### src/rtl/ok_dram_pkg.sv
// ok_dram_pkg: shared types, parameter limits and depth helper for ok_dram_dual_clr
package ok_dram_pkg;
  typedef enum logic {CLEAR, READY} state_t;
  localparam int DATA_WIDTH_MIN = 1;
  localparam int DATA_WIDTH_MAX = 64;
  localparam int ADDR_WIDTH_MIN = 2;
  localparam int ADDR_WIDTH_MAX = 10;
  function automatic int depth(input int addr_width);
    return 1 << addr_width;
  endfunction
endpackage

### src/rtl/ok_dram_dual_clr_if.sv
// ok_dram_dual_clr_if: user-side bus of the self-clearing dual-read RAM
// master drives we/addrA/addrB/din/clear; slave returns doutA/doutB/busy/wr_drop
interface ok_dram_dual_clr_if #(
  parameter int DATA_WIDTH = 8,
  parameter int ADDR_WIDTH = 6
);
  logic                  we;
  logic [ADDR_WIDTH-1:0] addrA;
  logic [ADDR_WIDTH-1:0] addrB;
  logic [DATA_WIDTH-1:0] din;
  logic                  clear;
  logic [DATA_WIDTH-1:0] doutA;
  logic [DATA_WIDTH-1:0] doutB;
  logic                  busy;
  logic                  wr_drop;
  modport master (output we, addrA, addrB, din, clear, input doutA, doutB, busy, wr_drop);
  modport slave  (input we, addrA, addrB, din, clear, output doutA, doutB, busy, wr_drop);
endinterface

### src/rtl/ok_dram_clear_seq.sv
// ok_dram_clear_seq: clear sweep FSM that owns the RAM write port
// in: wclk, reset, we, clear, addr, din; out: busy, wr_drop (registered),
// mem_we/mem_addr/mem_din (effective write towards the array)
module ok_dram_clear_seq
  import ok_dram_pkg::*;
#(
  parameter int                    DATA_WIDTH  = 8,
  parameter int                    ADDR_WIDTH  = 6,
  parameter logic [DATA_WIDTH-1:0] CLEAR_VALUE = '0
) (
  input  logic                  wclk,
  input  logic                  reset,
  input  logic                  we,
  input  logic                  clear,
  input  logic [ADDR_WIDTH-1:0] addr,
  input  logic [DATA_WIDTH-1:0] din,
  output logic                  busy,
  output logic                  wr_drop,
  output logic                  mem_we,
  output logic [ADDR_WIDTH-1:0] mem_addr,
  output logic [DATA_WIDTH-1:0] mem_din
);
  state_t                state_q, state_d;
  logic [ADDR_WIDTH-1:0] ptr_q, ptr_d;
  logic                  busy_q, busy_d;
  logic                  wr_drop_q, wr_drop_d;
  // ptr sits at 0 whenever READY, so a restart or idle both just load 0
  always_comb begin
    state_d   = clear ? CLEAR : (state_q == CLEAR && &ptr_q) ? READY : state_q;
    ptr_d     = (clear || state_q == READY) ? '0 : ptr_q + ADDR_WIDTH'(1);
    busy_d    = state_d == CLEAR;
    wr_drop_d = we && busy_q;
  end
  always_ff @(posedge wclk) begin
    if (reset) begin
      state_q   <= CLEAR;
      ptr_q     <= '0;
      busy_q    <= 1'b1;
      wr_drop_q <= 1'b0;
    end else begin
      state_q   <= state_d;
      ptr_q     <= ptr_d;
      busy_q    <= busy_d;
      wr_drop_q <= wr_drop_d;
    end
  end
  // the sweep owns the port while busy; a user write is only taken when READY
  assign mem_we   = !reset && (busy_q || we);
  assign mem_addr = busy_q ? ptr_q : addr;
  assign mem_din  = busy_q ? CLEAR_VALUE : din;
  assign busy     = busy_q;
  assign wr_drop  = wr_drop_q;
endmodule

### src/rtl/ok_dram.sv
// ok_dram_dual_clr: dual-read distributed RAM with built-in clear sweep
// ports: wclk, reset (sync, active-high), bus (ok_dram_dual_clr_if.slave)
// define OK_DRAM_OUTREG_EN for registered doutA/doutB (one-cycle latency);
// default build reads combinationally from the array
module ok_dram_dual_clr
  import ok_dram_pkg::*;
#(
  parameter int                    DATA_WIDTH  = 8,
  parameter int                    ADDR_WIDTH  = 6,
  parameter logic [DATA_WIDTH-1:0] CLEAR_VALUE = '0
) (
  input logic                wclk,
  input logic                reset,
  ok_dram_dual_clr_if.slave  bus
);
  logic                  mem_we;
  logic [ADDR_WIDTH-1:0] mem_addr;
  logic [DATA_WIDTH-1:0] mem_din;
  logic [DATA_WIDTH-1:0] mem [depth(ADDR_WIDTH)];
  logic [DATA_WIDTH-1:0] rd_a, rd_b;
  ok_dram_clear_seq #(
    .DATA_WIDTH (DATA_WIDTH),
    .ADDR_WIDTH (ADDR_WIDTH),
    .CLEAR_VALUE(CLEAR_VALUE)
  ) u_seq (
    .wclk    (wclk),
    .reset   (reset),
    .we      (bus.we),
    .clear   (bus.clear),
    .addr    (bus.addrA),
    .din     (bus.din),
    .busy    (bus.busy),
    .wr_drop (bus.wr_drop),
    .mem_we  (mem_we),
    .mem_addr(mem_addr),
    .mem_din (mem_din)
  );
  always_ff @(posedge wclk) begin
    if (mem_we) mem[mem_addr] <= mem_din;
  end
  // a half-cleared array is never exposed
  always_comb begin
    rd_a = bus.busy ? CLEAR_VALUE : mem[bus.addrA];
    rd_b = bus.busy ? CLEAR_VALUE : mem[bus.addrB];
  end
`ifdef OK_DRAM_OUTREG_EN
  logic [DATA_WIDTH-1:0] dout_a_q, dout_a_d, dout_b_q, dout_b_d;
  always_comb begin
    dout_a_d = rd_a;
    dout_b_d = rd_b;
  end
  always_ff @(posedge wclk) begin
    if (reset) begin
      dout_a_q <= CLEAR_VALUE;
      dout_b_q <= CLEAR_VALUE;
    end else begin
      dout_a_q <= dout_a_d;
      dout_b_q <= dout_b_d;
    end
  end
  assign bus.doutA = dout_a_q;
  assign bus.doutB = dout_b_q;
`else
  assign bus.doutA = rd_a;
  assign bus.doutB = rd_b;
`endif
endmodule
### src/flat_wrapper.sv
// flat-port wrapper written by rule: the top's interface ports become plain ports
module ok_dram_dual_clr_flat import ok_dram_pkg::*;
#(
  parameter int                    DATA_WIDTH  = 8,
  parameter int                    ADDR_WIDTH  = 6,
  parameter logic [DATA_WIDTH-1:0] CLEAR_VALUE = '0
)
  (wclk, reset, bus_we, bus_addrA, bus_addrB, bus_din, bus_clear, bus_doutA, bus_doutB, bus_busy, bus_wr_drop);
  ok_dram_dual_clr_if #(.DATA_WIDTH(DATA_WIDTH), .ADDR_WIDTH(ADDR_WIDTH)) bus_i ();
  input logic wclk;
  input logic reset;
  input wire logic [$bits(bus_i.we)-1:0] bus_we;
  input wire logic [$bits(bus_i.addrA)-1:0] bus_addrA;
  input wire logic [$bits(bus_i.addrB)-1:0] bus_addrB;
  input wire logic [$bits(bus_i.din)-1:0] bus_din;
  input wire logic [$bits(bus_i.clear)-1:0] bus_clear;
  output wire logic [$bits(bus_i.doutA)-1:0] bus_doutA;
  output wire logic [$bits(bus_i.doutB)-1:0] bus_doutB;
  output wire logic [$bits(bus_i.busy)-1:0] bus_busy;
  output wire logic [$bits(bus_i.wr_drop)-1:0] bus_wr_drop;
  assign bus_i.we = bus_we;
  assign bus_i.addrA = bus_addrA;
  assign bus_i.addrB = bus_addrB;
  assign bus_i.din = bus_din;
  assign bus_i.clear = bus_clear;
  assign bus_doutA = bus_i.doutA;
  assign bus_doutB = bus_i.doutB;
  assign bus_busy = bus_i.busy;
  assign bus_wr_drop = bus_i.wr_drop;
  ok_dram_dual_clr #(.DATA_WIDTH(DATA_WIDTH), .ADDR_WIDTH(ADDR_WIDTH), .CLEAR_VALUE(CLEAR_VALUE)) u_core (.wclk(wclk), .reset(reset), .bus(bus_i));
endmodule
### config.mk
export PLATFORM = sky130hd
export DESIGN_NAME = ok_dram_dual_clr_flat
export DESIGN_NICKNAME = d
export VERILOG_FILES = /design/src/rtl/ok_dram_pkg.sv /design/src/rtl/ok_dram_dual_clr_if.sv /design/src/rtl/ok_dram_clear_seq.sv /design/src/rtl/ok_dram.sv /design/src/flat_wrapper.sv
export SDC_FILE = /design/constraint.sdc
export NUM_CORES = 1
export LEC_CHECK = 0
export CAP_MARGIN = 20
export CORE_MARGIN = 2
export CORE_UTILIZATION = 54
export DETAILED_ROUTE_END_ITERATION = 7
export PLACE_DENSITY = 0.73
export SLEW_MARGIN = 40
export SYNTH_ARGS = -nofsm -noshare
export SYNTH_HDL_FRONTEND = slang
export SYNTH_SLANG_ARGS = --single-unit
### constraint.sdc
create_clock -name wclk -period 3.2 [get_ports wclk]
set_input_delay 0.64 -clock wclk [delete_from_list [all_inputs] [get_ports wclk]]
set_output_delay 0.64 -clock wclk [all_outputs]
set_load 0.01 [all_outputs]
==> reports/results.txt <==
outcome = complete, but fails checks
failing checks = setup timing
buffer and inverter count on the worst path = 1
post-DR vias/cell = 6.795
CTS clk-pin slew, worst paths = 0.06 ns
Num Clock Sinks = 521
first-pass GRT wire length = 104.0 mm
antenna-violating nets left = 0
chip width = 217.4 um
FF-to-FF path depth = 9
DRC Markers = 0
VDD IR-drop max = 0.3560 mV
Setup violations, final = 4
global-route usage over all layers = 0.3113
Worst path top cell family by delay = multiplexers
fill count = 2882
max_cap viols = 0
Top Ports = 42
RSZ-0062 raised after global routing = yes
Clock Skews = 0.02792 ns
Rel. slew slack = 0.4986
number of antenna violations at the first check in global routing = 1
Reg area = 0.01556 mm2
Die Area = 0.04728 mm2
RR Endpoint = u_core.mem[45][4]$_DFFE_PP_
post-synth cell types = 46
RePlAce Congestion = 0.9659
root buf cell = clkbuf_16
endpoints failing hold = 0
CP peak stage delay = 0.54 ns
Post-CTS Hold Fix Bufs = 0
Critical Path Sink Type = primary output
Port Buffers = 41
CP max stage cell = mux4_2
CTS buffer count = 51
post-DP HPWL = 48.55 mm
Core Rows = 78
Die Ht = 217.4 um
area occupied by multi-input gates = 0.008856 mm2
Non-Filler Instances = 2229
Hold Crit Depth = 1
layout cell share with drive strength beyond 1 = 0.4610
Final #Nets = 1612
CTS tree = yes
# diodes = 0
P_leak = 10.38 nW
gr ovfl total = 0
synth warn = 0
Crit path top cell by count = mux4_2
critical path type = reg -> out
Post-synth EDFFs = 512
vias in the first global route = 15350
clock latency at the later pin of the worst-skew pair = 0.62 ns
Cell Area, Synth = 0.02460 mm2
Worst Slack Setup Final = -0.1163 ns
placeable core area = 0.04519 mm2
Hold Crit Endpoint = u_core.u_seq.state_q$_SDFF_PP0_
syn nets = 1307
Tmin final = 3.316 ns
CP cell instances = mux4_2 > mux4_2 > o211ai_1 > nand2_1 > buf_2
1st-pass router iterations = 6
post-DR wirelength/cell = 32.14 um
critical path peak fanout = 2
hold path start = u_core.u_seq.state_q$_SDFF_PP0_
Setup crit start kind = register
routed vias = 15150
Clock H-tree levels = 2
Post-Syn Instances = 1282
measured slew at the worst slew-check pin = 0.7505 ns
post-synthesis sequential area ratio = 0.6323
Final Cycle Share = 1.036
buffer depth of the longest clock path = 3
DR iter-0 viols = 2207
Slew Limit Fails = 0
drt total wl = 71.65 mm
Placed Cells = 2111
ys async rst share = 0
largest net degree at the start of global routing = 65
Hold Path Class = reg -> reg
dominant synthesized flop cell = edfxtp_1
crit path DAT = 2.68 ns
Max Freq = 0.3015 GHz
WP data required = 2.56 ns
FF-to-FF setup slack = 0.49 ns
worst reg2reg path startpoint = u_core.u_seq.busy$_SDFF_PP1_
Avg Cell Area, Syn = 19.19 um2
power per standard cell area = 497.0 mW/mm2
initial core utilization = 0.5445
#FFs+latches synth = 521
area growth from synthesis to layout = 22.63%
Min Hold Slack = 0.5010 ns
synth_stat cells (4+ instances only):
master | n | area, um2
buf_2 | 32 | 160.2
buf_4 | 18 | 135.1
nand3_1 | 19 | 95.09
edfxtp_1 | 512 | 15370
a22oi_1 | 20 | 150.1
o21a_1 | 4 | 30.03
nor2_1 | 94 | 352.8
nand4_1 | 4 | 25.02
mux2i_1 | 76 | 760.7
o211ai_2 | 4 | 50.05
clkbuf_1 | 27 | 101.4
nand2b_1 | 11 | 68.82
inv_1 | 4 | 15.01
buf_1 | 15 | 56.30
nand2_1 | 69 | 259.0
o211ai_1 | 7 | 52.55
mux4_2 | 272 | 6126
nor2b_1 | 17 | 106.4
o22ai_1 | 11 | 68.82
dfxtp_1 | 9 | 180.2
a32oi_1 | 12 | 105.1
o21ai_1 | 4 | 20.02
o21ai_0 | 8 | 40.04
timing repair:
item	CTS	global route
buffers inserted	11	5
pin swaps	24	11
cloned	6	1
setup endpoints to repair	16	13
resized for setup	116	22
sequential cells by signal (all words and copies together), names as in the netlist:
register and cells:
u_core.u_seq.busy 1, u_core.u_seq.ptr_q 6, u_core.mem 512, u_core.u_seq.state_q 1, u_core.u_seq.wr_drop 1
how the worst max path moves through the flow:
| stage | startpoint | endpoint | cells after the start |
|---|---|---|---|
| after floorplan | u_core.u_seq.busy$_SDFF_PP1_ | u_core.mem[0][0]$_DFFE_PP_ | 4 |
| after global placement | bus_addrA[0] | bus_doutA[5] | 9 |
| after detailed placement | bus_addrA[0] | bus_doutA[5] | 9 |
| after CTS | u_core.mem[15][0]$_DFFE_PP_ | bus_doutA[0] | 5 |
| after global routing | u_core.mem[14][0]$_DFFE_PP_ | bus_doutA[0] | 5 |
| final | u_core.mem[14][0]$_DFFE_PP_ | bus_doutA[0] | 5 |
layout make-up:
cell class,count,area share
flip-flops and latches,521,0.5156
multi-input cells,660,0.2935
repair buffers,347,0.1077
clock buffers,65,0.04508
well taps,600,0.02488
clock inverters,30,0.01244
inverters,6,0.0007465
metal layers:
| metal | share of wire | up-vias | global-route usage |
|---|---|---|---|
| li1 | - | 6072 | - |
| met1 | 0.37 | 7799 | 0.4308 |
| met2 | 0.46 | 1088 | 0.4807 |
| met3 | 0.12 | 186 | 0.08075 |
| met4 | 0.046 | 0 | 0.1215 |
| met5 | 0 | - | 0 |
placed cells by master, fill, tap and decap left out, types with 10 or more instances in the layout:
cell,instances
a22oi_1,20
mux2i_2,14
mux2i_1,59
mux4_2,272
buf_12,30
buf_4,264
edfxtp_1,512
nand2_1,60
buf_6,10
clkbuf_1,12
clkbuf_16,53
nor2_1,77
nand3_1,17
a32oi_1,10
buf_2,13
nor2_2,17
clkdlybuf4s50_1,16
cells by family after synthesis:
group	Yosys count	share of synthesized area
and+or+nand+nor	221	0.03870
DFF	521	0.6323
buffers and inverters	101	0.02105
AOI/OAI and AO/OA	85	0.02568
muxes	349	0.2804
adders and majority gates	1	0.0005085
xor gates and xnor gates	4	0.001424
per-stage QoR:
stage | util | setup TNS (ns) | power, mW | setup slack (ns) | area [um2]
floorplan | - | 0 | 8.228 | 0.1293 | 24600
detailed placement | 0.6159 | -15.61 | 8.756 | -0.6237 | 27830
CTS | 0.6640 | -0.2986 | 15.01 | -0.09458 | 30010
finish | 0.6677 | -0.2540 | 14.99 | -0.1163 | 30170
global placement | 0.6151 | -16.96 | 8.744 | -0.5484 | 27800
global route | 0.6677 | -0.4693 | 15.36 | -0.1177 | 30170
power by group:
group	switching [mW]	leakage, nW	internal, mW	total, mW
Combinational	0.650	4.72	0.701	1.35
Clock	2.59	0.838	3.66	6.25
Sequential	0.00804	4.82	7.39	7.40
Note: power is estimated with default switching activity, not from simulation.
